[config.mk]
export PLATFORM = sky130hd
export DESIGN_NAME = uart_hexdump_fmt
export DESIGN_NICKNAME = d
export VERILOG_FILES = /design/src/rtl/uart_pkg.sv /design/src/rtl/uart_char_pacer.sv /design/src/rtl/uart_hexdump_fmt.sv
export SDC_FILE = /design/constraint.sdc
export NUM_CORES = 1
export LEC_CHECK = 0
export ABC_AREA = 1
export CORE_MARGIN = 3
export CORE_UTILIZATION = 35
export CTS_CLUSTER_DIAMETER = 50
export DETAILED_ROUTE_END_ITERATION = 7
export PLACE_DENSITY = 0.49
export SETUP_SLACK_MARGIN = 0.05
export SLEW_MARGIN = 25
export SYNTH_ARGS = -nofsm -noshare
export SYNTH_HDL_FRONTEND = slang
export SYNTH_SLANG_ARGS = --single-unit
[constraint.sdc]
create_clock -name clk -period 4 [get_ports clk]
set_clock_uncertainty 0.2 [all_clocks]
set_input_delay 0.6 -clock clk [delete_from_list [all_inputs] [get_ports clk]]
set_output_delay 0.6 -clock clk [all_outputs]
set_load 0.01 [all_outputs]
[src/rtl/uart_pkg.sv]
`default_nettype none
// ============================================================================
// Module  : uart_pkg
// Purpose : Shared definitions for the hex-dump formatter. Holds the ASCII
//           constants, the nibble-to-hex helper and the state encodings used
//           by the formatter FSM and the character pacer.
// Ports   : none (package)
// Revision: 1.0 - initial release
// ============================================================================
package uart_pkg;

  localparam logic [7:0] ASCII_CR    = 8'h0D;
  localparam logic [7:0] ASCII_LF    = 8'h0A;
  localparam logic [7:0] ASCII_SPACE = 8'h20;
  localparam logic [7:0] ASCII_COLON = 8'h3A;

  // Line formatter states
  typedef enum logic [2:0] {
    ST_IDLE = 3'd0,
    ST_ADDR = 3'd1,
    ST_BYTE = 3'd2,
    ST_WAIT = 3'd3,
    ST_EOL  = 3'd4
  } fmt_state_t;

  // Character pacer phases: ARM waits for the tick that raises the strobe,
  // HIGH waits for the tick that lowers it, LOW waits one more tick so the
  // receiver sees a full low baud period before the next char.
  typedef enum logic [1:0] {
    PH_IDLE = 2'd0,
    PH_ARM  = 2'd1,
    PH_HIGH = 2'd2,
    PH_LOW  = 2'd3
  } pacer_phase_t;

  // Uppercase hex digit for one nibble
  function automatic logic [7:0] hex_to_ascii(input logic [3:0] nib);
    logic [7:0] wide;
    wide = {4'd0, nib};
    return (nib < 4'd10) ? (8'h30 + wide) : (8'h37 + wide);
  endfunction

endpackage
`default_nettype wire

[src/rtl/uart_char_pacer.sv]
`default_nettype none
// ============================================================================
// Module  : uart_char_pacer
// Purpose : Presents one ASCII char at a time with a strobe that is high for
//           exactly one baud period, so a baud-sampled edge detector sees a
//           single edge per char.
// Ports   : clk, reset      - clock, synchronous active-high reset
//           baud_x1         - one-clk tick per baud period
//           char_in, req    - char to send, 1-clk load request (only honoured
//                             when idle)
//           char_out        - held char, stable through strobe high and low
//           char_strobe     - high for one baud period per char
//           done            - 1-clk pulse when the char has fully completed
// Revision: 1.0 - initial release
// ============================================================================
module uart_char_pacer
  import uart_pkg::*;
(
  input  logic       clk,
  input  logic       reset,
  input  logic       baud_x1,
  input  logic [7:0] char_in,
  input  logic       req,
  output logic [7:0] char_out,
  output logic       char_strobe,
  output logic       done
);

  pacer_phase_t phase;

  always_ff @(posedge clk) begin
    if (reset) begin
      phase       <= PH_IDLE;
      char_out    <= 8'h00;
      char_strobe <= 1'b0;
      done        <= 1'b0;
    end else begin
      done <= 1'b0;
      case (phase)
        PH_IDLE: if (req) begin
          char_out <= char_in;
          phase    <= PH_ARM;
        end
        PH_ARM: if (baud_x1) begin
          char_strobe <= 1'b1;
          phase       <= PH_HIGH;
        end
        PH_HIGH: if (baud_x1) begin
          char_strobe <= 1'b0;
          phase       <= PH_LOW;
        end
        PH_LOW: if (baud_x1) begin
          done  <= 1'b1;
          phase <= PH_IDLE;
        end
        default: phase <= PH_IDLE;
      endcase
    end
  end

endmodule
`default_nettype wire

[src/rtl/uart_hexdump_fmt.sv]
`default_nettype none
// ============================================================================
// Module  : uart_hexdump_fmt
// Purpose : Turns (addr, byte) pairs into hex-dump text lines
//           "AAAA: DD DD ...\r\n", one ASCII char at a time, paced on baud_x1.
// Ports   : clk, reset      - clock, synchronous active-high reset
//           baud_x1         - one-clk tick per baud period
//           addr, data      - offered byte and its address
//           in_valid        - byte offered
//           in_ready        - byte taken on clk where in_valid && in_ready
//           flush           - level, closes the open line with CR LF
//           char_out        - current ASCII char
//           char_strobe     - high one baud period per char
//           busy            - line open or char in flight
// Revision: 1.0 - initial release
// ============================================================================
module uart_hexdump_fmt
  import uart_pkg::*;
#(
  parameter int unsigned BYTES_PER_LINE = 8
) (
  input  logic        clk,
  input  logic        reset,
  input  logic        baud_x1,
  input  logic [15:0] addr,
  input  logic [7:0]  data,
  input  logic        in_valid,
  output logic        in_ready,
  input  logic        flush,
  output logic [7:0]  char_out,
  output logic        char_strobe,
  output logic        busy
);

  localparam logic [4:0] BPL = 5'(BYTES_PER_LINE);

  fmt_state_t  state;
  logic [15:0] line_addr;
  logic [15:0] hold_addr;
  logic [7:0]  hold_data;
  logic [4:0]  cnt;
  logic [2:0]  idx;        // char index within the current state's token
  logic        pending;    // held byte must start a new line after EOL
  logic        in_flight;  // pacer owns the current char
  logic        req;
  logic        rdy;

  logic [7:0]  next_char;
  logic        pacer_done;
  logic        char_last;
  logic        accept;
  logic [15:0] expect_addr;
  logic [4:0]  cnt_inc;

  // flush overrides the registered ready so a same-clk flush always wins
  assign in_ready    = rdy && !flush;
  assign accept      = in_valid && in_ready;
  assign expect_addr = line_addr + {11'd0, cnt};
  assign cnt_inc     = cnt + 5'd1;

  always_comb begin
    next_char = 8'h00;
    char_last = 1'b0;
    case (state)
      ST_ADDR: begin
        char_last = (idx == 3'd4);
        case (idx)
          3'd0:    next_char = hex_to_ascii(line_addr[15:12]);
          3'd1:    next_char = hex_to_ascii(line_addr[11:8]);
          3'd2:    next_char = hex_to_ascii(line_addr[7:4]);
          3'd3:    next_char = hex_to_ascii(line_addr[3:0]);
          default: next_char = ASCII_COLON;
        endcase
      end
      ST_BYTE: begin
        char_last = (idx == 3'd2);
        case (idx)
          3'd0:    next_char = ASCII_SPACE;
          3'd1:    next_char = hex_to_ascii(hold_data[7:4]);
          default: next_char = hex_to_ascii(hold_data[3:0]);
        endcase
      end
      ST_EOL: begin
        char_last = (idx == 3'd1);
        next_char = (idx == 3'd0) ? ASCII_CR : ASCII_LF;
      end
      default: ;
    endcase
  end

  always_ff @(posedge clk) begin
    if (reset) begin
      state     <= ST_IDLE;
      line_addr <= 16'h0000;
      hold_addr <= 16'h0000;
      hold_data <= 8'h00;
      cnt       <= 5'd0;
      idx       <= 3'd0;
      pending   <= 1'b0;
      in_flight <= 1'b0;
      req       <= 1'b0;
      rdy       <= 1'b0;
      busy      <= 1'b0;
    end else begin
      req <= 1'b0;
      case (state)
        ST_IDLE: begin
          if (accept) begin
            line_addr <= addr;
            hold_data <= data;
            cnt       <= 5'd0;
            idx       <= 3'd0;
            rdy       <= 1'b0;
            busy      <= 1'b1;
            state     <= ST_ADDR;
          end else begin
            rdy <= 1'b1;
          end
        end

        ST_WAIT: begin
          if (flush) begin
            rdy   <= 1'b0;
            idx   <= 3'd0;
            state <= ST_EOL;
          end else if (accept) begin
            hold_data <= data;
            rdy       <= 1'b0;
            idx       <= 3'd0;
            if (addr == expect_addr) begin
              state <= ST_BYTE;
            end else begin
              hold_addr <= addr;
              pending   <= 1'b1;
              state     <= ST_EOL;
            end
          end
        end

        // ADDR, BYTE, EOL: hand each char to the pacer and wait for done
        default: begin
          if (!in_flight) begin
            req       <= 1'b1;
            in_flight <= 1'b1;
          end else if (pacer_done) begin
            in_flight <= 1'b0;
            idx       <= idx + 3'd1;
            if (char_last) begin
              idx <= 3'd0;
              case (state)
                ST_ADDR: state <= ST_BYTE;
                ST_BYTE: begin
                  cnt <= cnt_inc;
                  if (cnt_inc == BPL) begin
                    state <= ST_EOL;
                  end else begin
                    state <= ST_WAIT;
                    rdy   <= 1'b1;
                  end
                end
                default: begin
                  if (pending) begin
                    line_addr <= hold_addr;
                    cnt       <= 5'd0;
                    pending   <= 1'b0;
                    state     <= ST_ADDR;
                  end else begin
                    busy  <= 1'b0;
                    rdy   <= 1'b1;
                    state <= ST_IDLE;
                  end
                end
              endcase
            end
          end
        end
      endcase
    end
  end

  uart_char_pacer u_pacer (
    .clk         (clk),
    .reset       (reset),
    .baud_x1     (baud_x1),
    .char_in     (next_char),
    .req         (req),
    .char_out    (char_out),
    .char_strobe (char_strobe),
    .done        (pacer_done)
  );

endmodule
`default_nettype wire

# == Word-level counts from Yosys, hierarchy flattened ==
# Index checks and enable logic that the tools add are counted.
# word_totals
ff_bits,68
in_bits,29
word_cells,187
# op_classes
addsub,15
order_cmp,6
n_eq_ne,29
n_mux,82
bitwise_logic,5
n_reduce_logical,35
# op_table
operator,count
$mux W16,6
$add A6 B4 Y7 const A,12
$mux W3,14
$mux W7,6
$pmux W16 S2,1
$mux W1,28
$pmux W7 S4,1
$reduce_and A7 Y1,4
$mux W5,5
$lt A4 B4 Y1 const B,6
$pmux W7 S3,1
$pmux W5 S2,2
$pmux W3 S2,3
$reduce_bool A2 Y1,9
$add A16 B5 Y16,1
$eq A16 B16 Y1,1
$mux W8,2
$ne A2 B2 Y1 const B,8
$pmux W8 S2,1
$pmux W7 S2,1
$eq A3 B2 Y1 const B,4
$reduce_bool A3 Y1,4
$pmux W1 S2,5
$mux W2,4
other kinds (26),43

# == Logic depth before layout (Yosys ltp) ==
# depth
ltp_word,8
depth_mapped,18
mapped_depth_nobuf,17

# == Cells and area by module ==
# A second synthesis with hierarchy kept.
# hier_totals
cells_unflattened,779
hier_area_um2,4961.0
# modules_own_cells
mod,n_inst,cells_per_inst,area_each_um2,seq_area_each_um2
uart_hexdump_fmt,1,703,4399.2,1121.1
uart_char_pacer,1,76,561.8,240.2

# == Least setup slack after synthesis ==
# No wires, ideal clock.
# synth_path
path_kind,flip-flop to flip-flop
start,register line_addr[0]
end,register hold_addr[10]
t_arrival_ps,2237
required_time_ps,3730
slack_ps,1493
stages_incl_launch_ff,19
synth_period_minus_slack_ps,2507
cell_sequence,dfxtp_1 > ha_1 > fa_1 > nand2_1 > nand2_1 > nand3_1 > nand2_2 > nand2_1 > nand2_1 > nand2_1 > nand2_1 > inv_1 > nand2_1 > nor2_4 > nand3_4 > nand3_4 > buf_8 > nand2_2 > a21oi_2
# synth_via
elab_chain_len,4
# synth_lines
item,line,source
"start, declared",uart_hexdump_fmt.sv:38,logic [15:0] line_addr;
"start signal, assigned",uart_hexdump_fmt.sv:109,line_addr <= addr;
"start signal, assigned",uart_hexdump_fmt.sv:163,line_addr <= hold_addr;
$add A16 B5 Y16,uart_hexdump_fmt.sv:58,"assign expect_addr = line_addr + {11'd0, cnt};"
$eq A16 B16 Y1,uart_hexdump_fmt.sv:130,if (addr == expect_addr) begin
$not A1 Y1 (no line),n/a,
$reduce_and A4 Y1 (no line),n/a,
"end signal, assigned",uart_hexdump_fmt.sv:133,hold_addr <= addr;
"end, declared",uart_hexdump_fmt.sv:39,logic [15:0] hold_addr;
# Every way passes these cells.
# A chain may end at the register's enable or synchronous reset.

# == Final worst setup path ==
# layout_path
start,register line_addr[0]
end,register hold_addr[4]
# The elaborated chain is that of the path after synthesis.

==> impl_summary.md <==
Clock network
The number of hold buffers added after CTS was 0. The deepest clock path buffer count is 2. In this run the post-CTS setup repair buffer count came out at 0. After clock tree synthesis, the clock-pin slew on the worst setup and hold paths is approximately 0.060 ns. The clock root buffer is clkbuf_16. The clock reaches the later pin of the worst-skew pair after around 0.34 ns.

The clock tree from TritonCTS is yes. The H-tree was split into 3 levels. In this run, CTS created clock tree buffers numbering 9. The number of resized instances in the post-cts repair step is 0. The clock net in this run drives a total of between 60 and 70 sinks.

Power
Across the VDD grid, the largest voltage drop is around 0.3 mV. The power share of the sequential group is 0.339. In this run the power density over the cells is between 400 and 500 nW/um^2. The clock group share of total power is 0.317. The switching component of the power is around 0.94 mW. The internal power of the cells totals 1.53 mW.

The combinational share of power is 0.344. Of the total power, the share spent switching nets is 0.381. The total leakage power is between 2 and 2.5 nW.

Synth
The cell area after synthesis is around 4600 um^2. Synthesis inferred 67 register bits. The unique cell type count in the Yosys netlist is 42. The count of synthesis-stage warnings from yosys is 0. The post-synthesis average cell area is 6.69 um^2. Synthesis produced slightly below 700 cells. The post-synth net total is around 750. The share of synthesized area occupied by flip-flops and latches is 0.289.

Hold path
For hold timing, the worst endpoint is u_pacer.char_out[6]. Counting instances, the worst hold path has a depth of 2. The startpoint identified for the worst hold timing path is u_pacer.char_out[6].

In this run the worst hold path is classified as flip-flop to flip-flop.

Setup path
The worst flop-to-flop path startpoint is line_addr[0]. The data required time at the worst endpoint is ~4.1 ns. The category of the most critical setup path is flip-flop to flip-flop.

The worst setup path is captured at a flip-flop. The number of cells on the worst reg-to-reg path is 15. For flop-to-flop paths, the worst setup slack is between 0.9 and 1 ns.

The worst setup path is launched from a flip-flop. The cell occurring most often along the worst timing path is nand2_1. The critical path's slowest cell is fa_1. Of all nets on the critical path, the largest fanout is 19.

The endpoint identified for the worst register-to-register timing path is hold_addr[4]. Data arrives at the worst endpoint at slightly above 3 ns. The critical path goes through ha_1, fa_1, nand2_1, nand2_1, nand3_1, nand2_2, nand2_1, nand2_1, nand3_1, nand2_1, nor2_2, nand3_4, nand3_4, nand2_1, a21oi_1.

On the worst path, the slowest cell contributes a delay of roughly 0.41 ns. Together, buffers and inverters on the worst path number 0. The cell family contributing the most delay on the critical path is simple AND/OR/NAND/NOR gates.

Layout
0 antenna diodes ended up in the layout. Registers take 1340 um^2. The final cell count without fillers is 900. The growth of design area from synthesis to finish is 17.2%.

For this run, the post-layout net count is 777. Summing all multi-input logic gate instances after layout gives around 2800 um^2. The share of layout cells above drive strength 1 is 0.0797.

The number of inserted filler cells in the final layout is 1382.

Drt
The detail route stage leaves a number of antenna-violating nets equal to 0. The detailed-route via count is about 4700. Wires add up to about 14000 um.

The first TritonRoute pass finished after 5 iterations. The number of remaining DRC errors is 0. The final routed wire length divided by cell count is roughly 15 um. The first routing iteration left 367 violations. Dividing the detail-routed via count by the number of cells gives 5.23.

Floorplan
The die covers 14700 um^2. 40 I/O pins were placed. In this run the standard cell core region covers approximately 13000 um^2.

The die is between 100 and 150 um wide. From bottom edge to top edge, the die measures ~120 um. The cell row count is between 40 and 50.

The initial utilization of the core area, before any placement, comes to 0.362.

STA
Based on the critical path, the design can be clocked at up to around 330 MHz. The remaining max-slew budget at the tightest pin is 0.363. Setup violations remaining at the end of the flow were counted as 0. The final worst-path cycle share is 0.760.

The actual slew at the worst max-slew pin is ~0.95 ns. The number of failing hold endpoints at the final stage is 0. The max-slew violation total from the final report is 0. The final critical path time including I/O delays and setup is 3.04 ns. After routing, the total negative slack on setup checks comes to 0 ns. Setup repair after global routing left no endpoint under its margin.

Placed design
The final weighted congestion of routability-driven global placement is between 0.9 and 1. Detailed placement ended at an HPWL of between 10000 and 15000 um. The number of placed instances, taps included is around 900. The number of I/O port buffers is 38.

Global route
For this run the aggregate overflow at the end of global routing stands at 0. The first-pass GRT wire length is roughly 23000 um. The via count of the first global-routing pass is approximately 4300. Entering global routing, the biggest net connects 36 pins.

The overall global routing resource usage is 0.195. The initial antenna violation count came to 0.

Outcome
The run finished with clean final reports.

Flow run
Across the run, the number of max-cap violations was 0.
-- sequential cells by signal, indices dropped and copies added (netlist names) --
register / count
busy: 1
cnt: 5
hold_addr: 16
hold_data: 8
idx: 3
in_flight: 1
line_addr: 16
pending: 1
rdy: 1
req: 1
state: 3
u_pacer.char_out: 7
u_pacer.char_strobe: 1
u_pacer.done: 1
u_pacer.phase: 2
-- worst max path at each step --
stage	startpoint	to	slack (ns)	cells after the start
after floorplan	line_addr[0]	hold_addr[10]	1.49	18
after global placement	flush	line_addr[0]	0.74	12
after detailed placement	flush	line_addr[11]	0.72	12
after CTS	state[1]	line_addr[10]	0.98	10
after global routing	cnt[0]	hold_addr[5]	0.69	17
final	line_addr[0]	hold_addr[4]	0.96	15
-- cells in the mapped netlist, drive strengths merged --
| cell type | number | area share |
|---|---|---|
| a211oi | 7 | 0.011 |
| a21oi | 64 | 0.077 |
| a221oi | 1 | 0.0019 |
| a31oi | 22 | 0.030 |
| buf | 13 | 0.016 |
| clkbuf | 13 | 0.011 |
| clkinv | 2 | 0.0016 |
| conb | 1 | 0.00081 |
| dfxtp | 67 | 0.29 |
| fa | 1 | 0.0043 |
| ha | 24 | 0.065 |
| inv | 90 | 0.073 |
| nand2 | 177 | 0.15 |
| nand3 | 44 | 0.056 |
| nand3b | 8 | 0.013 |
| nand4 | 20 | 0.027 |
| nor2 | 34 | 0.032 |
| nor2b | 1 | 0.0013 |
| nor3 | 14 | 0.019 |
| nor3b | 1 | 0.0027 |
| o2111ai | 3 | 0.0057 |
| o211ai | 5 | 0.0081 |
| o21ai | 57 | 0.061 |
| o221ai | 1 | 0.0019 |
| o22ai | 5 | 0.0067 |
| o31ai | 2 | 0.0032 |
| o41ai | 1 | 0.0019 |
| xnor2 | 7 | 0.013 |
| xor2 | 10 | 0.019 |
-- layout make-up --
class | count | area share
Multi-Input combinational cell | 510 | 0.521
Sequential cell | 67 | 0.246
Timing Repair Buffer | 43 | 0.0768
Inverter | 92 | 0.0634
Clock buffer | 14 | 0.0467
Tap cell | 172 | 0.0395
Clock inverter | 2 | 0.00644
-- power by group through the flow --
stage          Combinational, mW  Clock [mW]  Sequential, mW
3_5_place_dp               0.848           0           0.855
2_1_floorplan              0.609           0           0.823
6_report                   0.852       0.785           0.841
3_3_place_gp               0.840           0           0.854
4_1_cts                    0.853       0.807           0.842
5_1_grt                    0.965       0.836           0.855
-- cells in the final DEF (no fill, tap or decap), drive strengths merged --
| cell type | count |
|---|---|
| inv | 90 |
| fa | 1 |
| a31oi | 22 |
| nand2 | 177 |
| nor2b | 1 |
| nor3b | 1 |
| nand3 | 44 |
| xor2 | 10 |
| dfxtp | 67 |
| clkbuf | 14 |
| clkinv | 3 |
| nand3b | 8 |
| o22ai | 5 |
| o31ai | 2 |
| clkdlybuf4s50 | 38 |
| o21ai | 57 |
| a221oi | 1 |
| a211oi | 7 |
| ha | 24 |
| nor3 | 14 |
| xnor2 | 7 |
| nand4 | 20 |
| conb | 1 |
| o41ai | 1 |
| buf | 5 |
| o2111ai | 3 |
| nor2 | 34 |
| o221ai | 1 |
| bufinv | 1 |
| o211ai | 5 |
| a21oi | 64 |
-- per-layer routing --
metal / routed length, um / track usage / part of all wire / up-vias
met3: 745 / 0.0452 / 0.054 / 8
li1: - / - / - / 2383
met4: 107 / 0.0441 / 0.0078 / 0
met2: 6220 / 0.308 / 0.45 / 104
met1: 6690 / 0.271 / 0.49 / 2210
met5: 0 / 0 / 0 / -
-- metrics by stage --
step           utilization  hold slack, ns  power, mW  instance area [um^2]  worst slack [ns]
2_1_floorplan            -           0.241       1.43                  4650              1.49
3_3_place_gp         0.402           0.248       1.69                  5150             0.740
3_5_place_dp         0.402           0.255       1.70                  5150             0.719
4_1_cts              0.424           0.264       2.50                  5440             0.978
5_1_grt              0.424           0.278       2.66                  5440             0.691
6_report             0.424           0.261       2.48                  5440             0.958
-- worst reg2reg max path, cell delays in order (launching register included) --
cell and delay [ns]:
dfxtp_1 0.33, ha_1 0.23, fa_1 0.41, nand2_1 0.12, nand2_1 0.12, nand3_1 0.19, nand2_2 0.09, nand2_1 0.06
nand2_1 0.06, nand3_1 0.09, nand2_1 0.07, nor2_2 0.15, nand3_4 0.26, nand3_4 0.34, nand2_1 0.10, a21oi_1 0.14
-- cell families (layout without fill, tap and decap cells) --
kind of cell	count (synthesis)	in the layout	synth area share
AOI/OAI and AO/OA	168	168	0.209
xor gates and xnor gates	17	17	0.0320
adders and majority gates	25	25	0.0689
buffers and inverters	118	151	0.101
DFF	67	67	0.289
other	1	1	0.000807
and+or+nand+nor	299	299	0.300
No activity file was read; power rests on OpenSTA's default activity.
